### config.mk
export PLATFORM = sky130hd
export DESIGN_NAME = snake_food_ctrl
export DESIGN_NICKNAME = d
export VERILOG_FILES = /design/src/rtl/snake_food_ctrl.sv
export SDC_FILE = /design/constraint.sdc
export NUM_CORES = 1
export LEC_CHECK = 0
export CAP_MARGIN = 20
export CORE_MARGIN = 10
export CORE_UTILIZATION = 35
export CTS_CLUSTER_SIZE = 20
export DETAILED_ROUTE_END_ITERATION = 10
export SLEW_MARGIN = 20
export SYNTH_ARGS = -nofsm -noshare
export SYNTH_HDL_FRONTEND = slang
export SYNTH_SLANG_ARGS = --single-unit
### constraint.sdc
create_clock -name clk -period 1.7 [get_ports clk]
set_input_delay 0.17 -clock clk [delete_from_list [all_inputs] [get_ports clk]]
set_output_delay 0.17 -clock clk [all_outputs]
set_load 0.02 [all_outputs]
### src/rtl/snake_food_ctrl.sv
// snake_food_ctrl
//   Food manager that sits beside the snake logic block. It picks a
//   pseudo-random food cell from a free-running 15-bit LFSR and plots it during
//   the snake controller's food_en window. It also detects when the head lands
//   on the food, grows the length fed back to the snake logic, and keeps the
//   score. Everything freezes once isDead is seen; only rst leaves that state.
//
//   Optional build macro FOOD_TIMEOUT_EN: uneaten food is erased and moved
//   after TIMEOUT_CYC cycles in the armed state.
//
// Ports
//   clk         in   system clock
//   rst         in   synchronous active-high reset
//   head_x/y    in   snake head position (8/7 bits)
//   food_en     in   plot window granted by the snake controller
//   isDead      in   snake dead flag
//   length      out  current snake length (11 bits)
//   food_x/y    out  current food cell
//   x/y         out  plot coordinates, valid while plotEn
//   colour_out  out  plot colour, valid while plotEn
//   plotEn      out  one-cycle pixel write strobe
//   ate         out  one-cycle pulse when food is eaten
//   score       out  foods eaten, wraps at 16 bits
module snake_food_ctrl #(
  parameter int unsigned X_MAX       = 160,
  parameter int unsigned Y_MAX       = 120,
  parameter logic [10:0] INIT_LEN    = 11'd4,
  parameter logic [10:0] GROW        = 11'd1,
  parameter logic [10:0] MAX_LEN     = 11'd2047,
  parameter logic [14:0] SEED        = 15'h1ACE,
  parameter logic [2:0]  FOOD_COLOUR = 3'b010,
  parameter logic [23:0] TIMEOUT_CYC = 24'd5000000
) (
  input  logic        clk,
  input  logic        rst,
  input  logic [7:0]  head_x,
  input  logic [6:0]  head_y,
  input  logic        food_en,
  input  logic        isDead,
  output logic [10:0] length,
  output logic [7:0]  food_x,
  output logic [6:0]  food_y,
  output logic [7:0]  x,
  output logic [6:0]  y,
  output logic [2:0]  colour_out,
  output logic        plotEn,
  output logic        ate,
  output logic [15:0] score
);

  typedef enum logic [2:0] {
    SPAWN,
    WAIT_DRAW,
    ARMED,
`ifdef FOOD_TIMEOUT_EN
    ERASE,
`endif
    DEAD
  } state_t;

  state_t      state;
  logic [14:0] lfsr;

  logic [7:0]  cand_x;
  logic [6:0]  cand_y;
  logic        cand_ok;
  logic        head_hit;
  logic [11:0] len_sum;
  logic [10:0] len_next;

`ifdef FOOD_TIMEOUT_EN
  logic [23:0] tmo_cnt;
`endif

  always_comb begin
    cand_x   = lfsr[14:7];
    cand_y   = lfsr[6:0];
    cand_ok  = (32'(cand_x) < X_MAX) && (32'(cand_y) < Y_MAX) &&
               !((cand_x == head_x) && (cand_y == head_y));
    head_hit = (head_x == food_x) && (head_y == food_y);
    // One extra bit so the sum can never wrap before the clamp.
    len_sum  = {1'b0, length} + {1'b0, GROW};
    len_next = (len_sum > {1'b0, MAX_LEN}) ? MAX_LEN : len_sum[10:0];
  end

  always_ff @(posedge clk) begin
    if (rst) begin
      state      <= SPAWN;
      lfsr       <= SEED;
      length     <= INIT_LEN;
      score      <= '0;
      food_x     <= '0;
      food_y     <= '0;
      x          <= '0;
      y          <= '0;
      colour_out <= '0;
      plotEn     <= 1'b0;
      ate        <= 1'b0;
`ifdef FOOD_TIMEOUT_EN
      tmo_cnt    <= '0;
`endif
    end else begin
      // LFSR free-runs in every state, including DEAD.
      lfsr   <= {lfsr[13:0], lfsr[14] ^ lfsr[13]};
      plotEn <= 1'b0;
      ate    <= 1'b0;

      if (isDead) begin
        // Dead takes priority over any eat or plot this cycle.
        state <= DEAD;
      end else begin
        case (state)
          SPAWN: begin
            if (cand_ok) begin
              food_x <= cand_x;
              food_y <= cand_y;
              state  <= WAIT_DRAW;
            end
          end
          WAIT_DRAW: begin
            if (food_en) begin
              plotEn     <= 1'b1;
              x          <= food_x;
              y          <= food_y;
              colour_out <= FOOD_COLOUR;
              state      <= ARMED;
`ifdef FOOD_TIMEOUT_EN
              tmo_cnt    <= '0;
`endif
            end
          end
          ARMED: begin
            if (head_hit) begin
              ate    <= 1'b1;
              length <= len_next;
              score  <= score + 16'd1;
              state  <= SPAWN;
            end
`ifdef FOOD_TIMEOUT_EN
            else if (tmo_cnt == TIMEOUT_CYC - 24'd1) begin
              state <= ERASE;
            end else begin
              tmo_cnt <= tmo_cnt + 24'd1;
            end
`endif
          end
`ifdef FOOD_TIMEOUT_EN
          ERASE: begin
            if (food_en) begin
              plotEn     <= 1'b1;
              x          <= food_x;
              y          <= food_y;
              colour_out <= 3'b000;
              state      <= SPAWN;
            end
          end
`endif
          DEAD:    state <= DEAD;
          default: state <= SPAWN;
        endcase
      end
    end
  end

endmodule
-- Word level (Yosys, flattened, before mapping)
Cells that the tools add are included.
W data, S select, Z words.
- bits in registers: 78
- latch bits: 0
- RAM bits: 0
- memory bits (read-only): 0
- input port bits: 19
- output and inout bits: 62
- logic and storage cells: 56
- memories: 0
- add/sub/neg operators: 2
- multiply operators: 0
- div/mod/pow operators: 0
- $lt $le $gt $ge: 3
- equal/unequal tests: 13
- shifts and indexed selects: 0
- multiplexer cells: 8
- bitwise operators: 4
- reductions and logical operators: 14
- operators with widths (kind ; count):
    $add A16 B1 Y16 const B ; 1
    $eq A8 B8 Y1 ; 2
    $reduce_and A3 Y1 ; 5
    $eq A7 B7 Y1 ; 2
    $add A11 B1 Y12 const B ; 1
    $gt A12 B11 Y1 const B ; 1
    $pmux W3 S4 ; 1
    $mux W11 ; 1
    $mux W3 ; 3
    $ne A3 B3 Y1 const B ; 3
    $lt A8 B8 Y1 const B ; 1
    $lt A7 B7 Y1 const B ; 1
    $eq A3 B2 Y1 const B ; 2
    $ne A2 B2 Y1 const B ; 3
    $reduce_or A3 Y1 ; 2
    $logic_and A1 B1 Y1 ; 4
    $eq A3 B1 Y1 const B ; 1
    $logic_not A3 Y1 ; 1
    $not A1 Y1 ; 3
    $mux W1 ; 2
    $mux W2 ; 1
    $reduce_or A2 Y1 ; 1
    $logic_not A1 Y1 ; 1
    $xor A1 B1 Y1 ; 1

-- Depth between registers and ports, before layout
- depth in word-level cells: 7
- depth in mapped cells: 9
- mapped depth without buffers: 8

-- Least setup slack after synthesis
Ideal clock, no wire load.
- path type: reg2reg
- start point: reg food_y[1]
- end point: reg score[13]
- setup time: 0.121 ns
- arrival: 1.795 ns
- required time: 1.579 ns
- setup slack: -0.216 ns
- stages on the path, launching flop included: 7
- path buffers: 0
- period minus slack after synthesis: 1.916 ns
- path through: dfxtp_1 > xor2_1 > nor4_4 > and4_1 > and4_4 > nand3_2 > mux2_4
- cells in the longest elaborated chain, start to end: 3
- RTL lines (what ; RTL line ; source):
    from (decl) ; 42 ; output logic [6:0] food_y,
    from (signal assigned) ; 116 ; food_y <= cand_y;
    $eq A7 B7 Y1 ; 80 ; head_hit = (head_x == food_x) && (head_y == food_y);
    $logic_and A1 B1 Y1 ; 80 ;
    $reduce_and A3 Y1 (no source line) ; - ;
    to (signal assigned) ; 136 ; score <= score + 16'd1;
    to (decl) ; 48 ; output logic [15:0] score
Every way passes these cells.
A chain may end at the register's enable or synchronous reset.

-- Worst setup path after layout
- start point: in head_x[7]
- end point: reg score[13]
- cells in the longest elaborated chain, start to end: 3
- RTL lines (what ; RTL line ; source):
    from (decl) ; 36 ; input logic [7:0] head_x,
    $eq A8 B8 Y1 ; 80 ;
    $logic_and A1 B1 Y1 ; 80 ;
    $reduce_and A3 Y1 (no source line) ; - ;
Every way passes these cells.

==> metrics.md <==
| Metric | Value |
|---|---|
| Hold_ws | `0.1959 ns` |
| Setup Crit Path Kind | `input pin to flop` |
| # H-tree levels | `3` |
| Antenna diode count | `0` |
| Clock buffer depth | `2` |
| Adder-Cell Fraction of Synth Area | `2.909%` |
| Hold Path Class | `input pin to flop` |
| Clock group share of total power | `34.6%` |
| Placed cell area | `4910 um^2` |
| Reg2Reg Setup Slack | `-0.25 ns` |
| Fin. max-slew vios | `0` |
| CTS tree | `built` |
| Setup violations, final | `43` |
| Ys async rst share | `0%` |
| Synth Area in XOR/XNOR | `10.69%` |
| Cell count after synthesis | `381` |
| Remaining DRCs | `0` |
| Part of the power in registers | `46.5%` |
| Part of the cycle the worst path needs | `115.2%` |
| Share of the synthesized area in the top cell type | `44.80%` |
| Seq/Total Area, Yosys | `44.80%` |
| Largest cells by area after synthesis | `dfxtp_1, xor2_1, nor2_1, mux2i_1, xnor2_1` |
| Synthesized cell area | `3441 um^2` |
| Count leader, synth | `dfxtp_1` |
| Total CTS buffers | `9` |
| Worst path top cell family by delay | `simple AND/OR/NAND/NOR gates` |
| Vias | `3,081` |
| Synth top cells by count | `dfxtp_1, nor2_1, nand2_1` |
| Cell Rows | `36` |
| Area grow syn2layout | `59.20%` |
| RSZ-0062 raised after global routing | `true` |
| Synth Flop Type | `dfxtp_1` |
| Largest area contributor in the netlist | `dfxtp_1` |
| Routed WL per cell | `15.19 um` |
| Simple-gate portion of the synthesized area | `25.67%` |
| Largest net degree at the start of global routing | `37` |
| Setup TNS | `-5.406 ns` |
| RD Place Congestion | `0.8283` |
| Nets | `554` |
| Largest family of logic cells by synthesized area | `simple AND/OR/NAND/NOR gates` |
| Synth Area per Inst | `9.031 um^2` |
| DRT iter0 DRCs | `130` |
| Yosys warning count | `0` |
| Chip Height | `119.2 um` |
| Vias/cell | `4.633` |
| IO Pins | `81` |
| VDD IR-drop max | `0.4542 mV` |
| Worst setup slack after layout | `-0.2582 ns` |
| Setup Skew | `0.01255 ns` |
| CP Buf/Inv Count | `2` |
| DRT Pass-1 Iters | `4` |
| Int Power | `3.022 mW` |
| Hold_buf cts | `0` |
| Failing checks | `setup timing` |
| Port bufs | `78` |
| Mux cell area share after synthesis | `6.618%` |
| Synth Area in Compound Gates | `5.673%` |
| Total die area | `14,200 um^2` |
| Sw Pwr | `1.137 mW` |
| Clk sinks | `77` |
| DRT antenna net count | `0` |
| CTS root buffer | `clkbuf_8` |
| Layout cells sized above 1 | `32.33%` |
| Share of power burned in combinational logic | `18.9%` |
| Initial antenna violation count | `0` |
| Design Area, Final | `5478 um^2` |
| Maxcap violations | `0` |
| Leakage | `2.203 nW` |
| Gr ovfl total | `0` |
| Die W | `119.2 um` |
| Initial core utilization | `35.53%` |
| Status | `finished with violations` |
| CP Launch Type | `input pin` |
| Core ar. | `9684 um^2` |
| Yosys reg bits | `77` |
| Clock transition at path regs | `0.09 ns` |
| Gr usage total | `13.81%` |
| PD cells | `759.2 nW/um^2` |
| Arr. time, crit path | `2.18 ns` |
| Post-DP HPWL | `7.251 mm` |
| Overall Power | `4.159 mW` |
| Cell variety after synth | `44` |
| Vias in the first global route | `3,235` |
| Fin crit period | `1.958 ns` |
| Worst path required time | `1.93 ns` |
| Most used cell, CP | `and4_4` |
| Crit Path Max Fanout | `4` |
| WL final | `10.10 mm` |
| Slowest-stage cell, CP | `clkdlybuf4s50_1` |
| Max Freq | `510.7 MHz` |
| Clock Latency Late Sink | `0.34 ns` |
| First-pass GRT wire length | `16.13 mm` |
| Endpoints failing hold | `0` |
| EDFF count, synth | `0` |
| Worst setup EP type | `flop` |
| Crit path largest cell delay | `0.51 ns` |
| Sw frac | `27.34%` |
| Crit path cell chain | `clkdlybuf4s50_1, xor2_1, nor4_2, buf_4, and4_4, and4_4, nand3_2, mux2_4` |
[metrics by stage]
| stage | worst slack (ns) | util [%] | cells |
|---|---|---|---|
| after floorplan | -0.1172 | - | 382 |
| after global placement | -0.5585 | 50.70 | 639 |
| after detailed placement | -0.6646 | 50.70 | 639 |
| after CTS | -0.1879 | 54.33 | 661 |
| after global routing | -0.3411 | 56.56 | 665 |
| final | -0.2582 | 56.56 | 665 |
[per-layer routing]
| metal | GRT usage [%] | vias up | share of wire [%] |
|---|---|---|---|
| met5 | 0 | - | 0 |
| met4 | 3.740 | 0 | 1.3 |
| met3 | 5.527 | 8 | 6.8 |
| met2 | 22.37 | 70 | 47 |
| met1 | 16.61 | 1433 | 45 |
| li1 | - | 1570 | - |
[worst paths after layout]
path	from	endpoint	depth (start not counted)
min reg2reg	y[0]	y[0]	2
min	rst	score[14]	2
max	head_x[7]	score[13]	8
max reg2reg	food_y[6]	score[13]	7
[final cells by class]
class | instances | area, um^2
well taps | 133 | 166.4
inverters | 10 | 37.54
repair buffers | 151 | 1439
clock inverters | 6 | 70.07
clock buffers | 10 | 137.6
fillers | 891 | 4207
flip-flops and latches | 77 | 1584
multi-input cells | 278 | 2043
[cell usage in the layout (no fill, tap or decap), drive strengths merged, types with 13 or more instances in the layout]
cell / count
a21oi: 23
buf: 73
clkdlybuf4s50: 72
dfxtp: 77
mux2i: 19
nand2: 44
nand3: 13
nand4: 13
nor2: 51
xnor2: 19
xor2: 23
[cells by family (layout without fill, tap and decap cells)]
group,count (synthesis),after routing
adders and majority gates,8,8
xor gates and xnor gates,42,42
DFF,77,77
other,1,2
buffers and inverters,27,177
AOI/OAI and AO/OA,34,34
muxes,22,22
and+or+nand+nor,170,170
[registers in the layout, indices dropped and copies added (netlist names)]
signal and count:
score 16, lfsr 15, length 11, food_x 8, x 8, food_y 7
y 7, state 2, ate 1, colour_out 1, plotEn 1
[power groups by stage]
stage / sequential, mW / combinational, mW / clock, mW
after detailed placement: 1.97 / 0.732 / 0
final: 1.93 / 0.787 / 1.44
after CTS: 1.93 / 0.766 / 1.48
after global placement: 1.97 / 0.720 / 0
after global routing: 1.94 / 0.850 / 1.56
after floorplan: 2.02 / 0.315 / 0
[worst register-to-register path, stage by stage (launching register included)]
cell	delay [ns]
dfxtp_2	0.34
xor2_1	0.17
nor4_2	0.27
buf_4	0.16
and4_4	0.27
and4_4	0.24
nand3_2	0.08
mux2_4	0.30
[repair_timing]
action                                  in CTS  in global routing
gates resized for setup                     23                 38
pin swaps                                   12                 12
buffers inserted                             7                  3
gates cloned                                 0                  1
endpoints found under the setup margin      44                 46
Power figures use the tool's default switching activity.
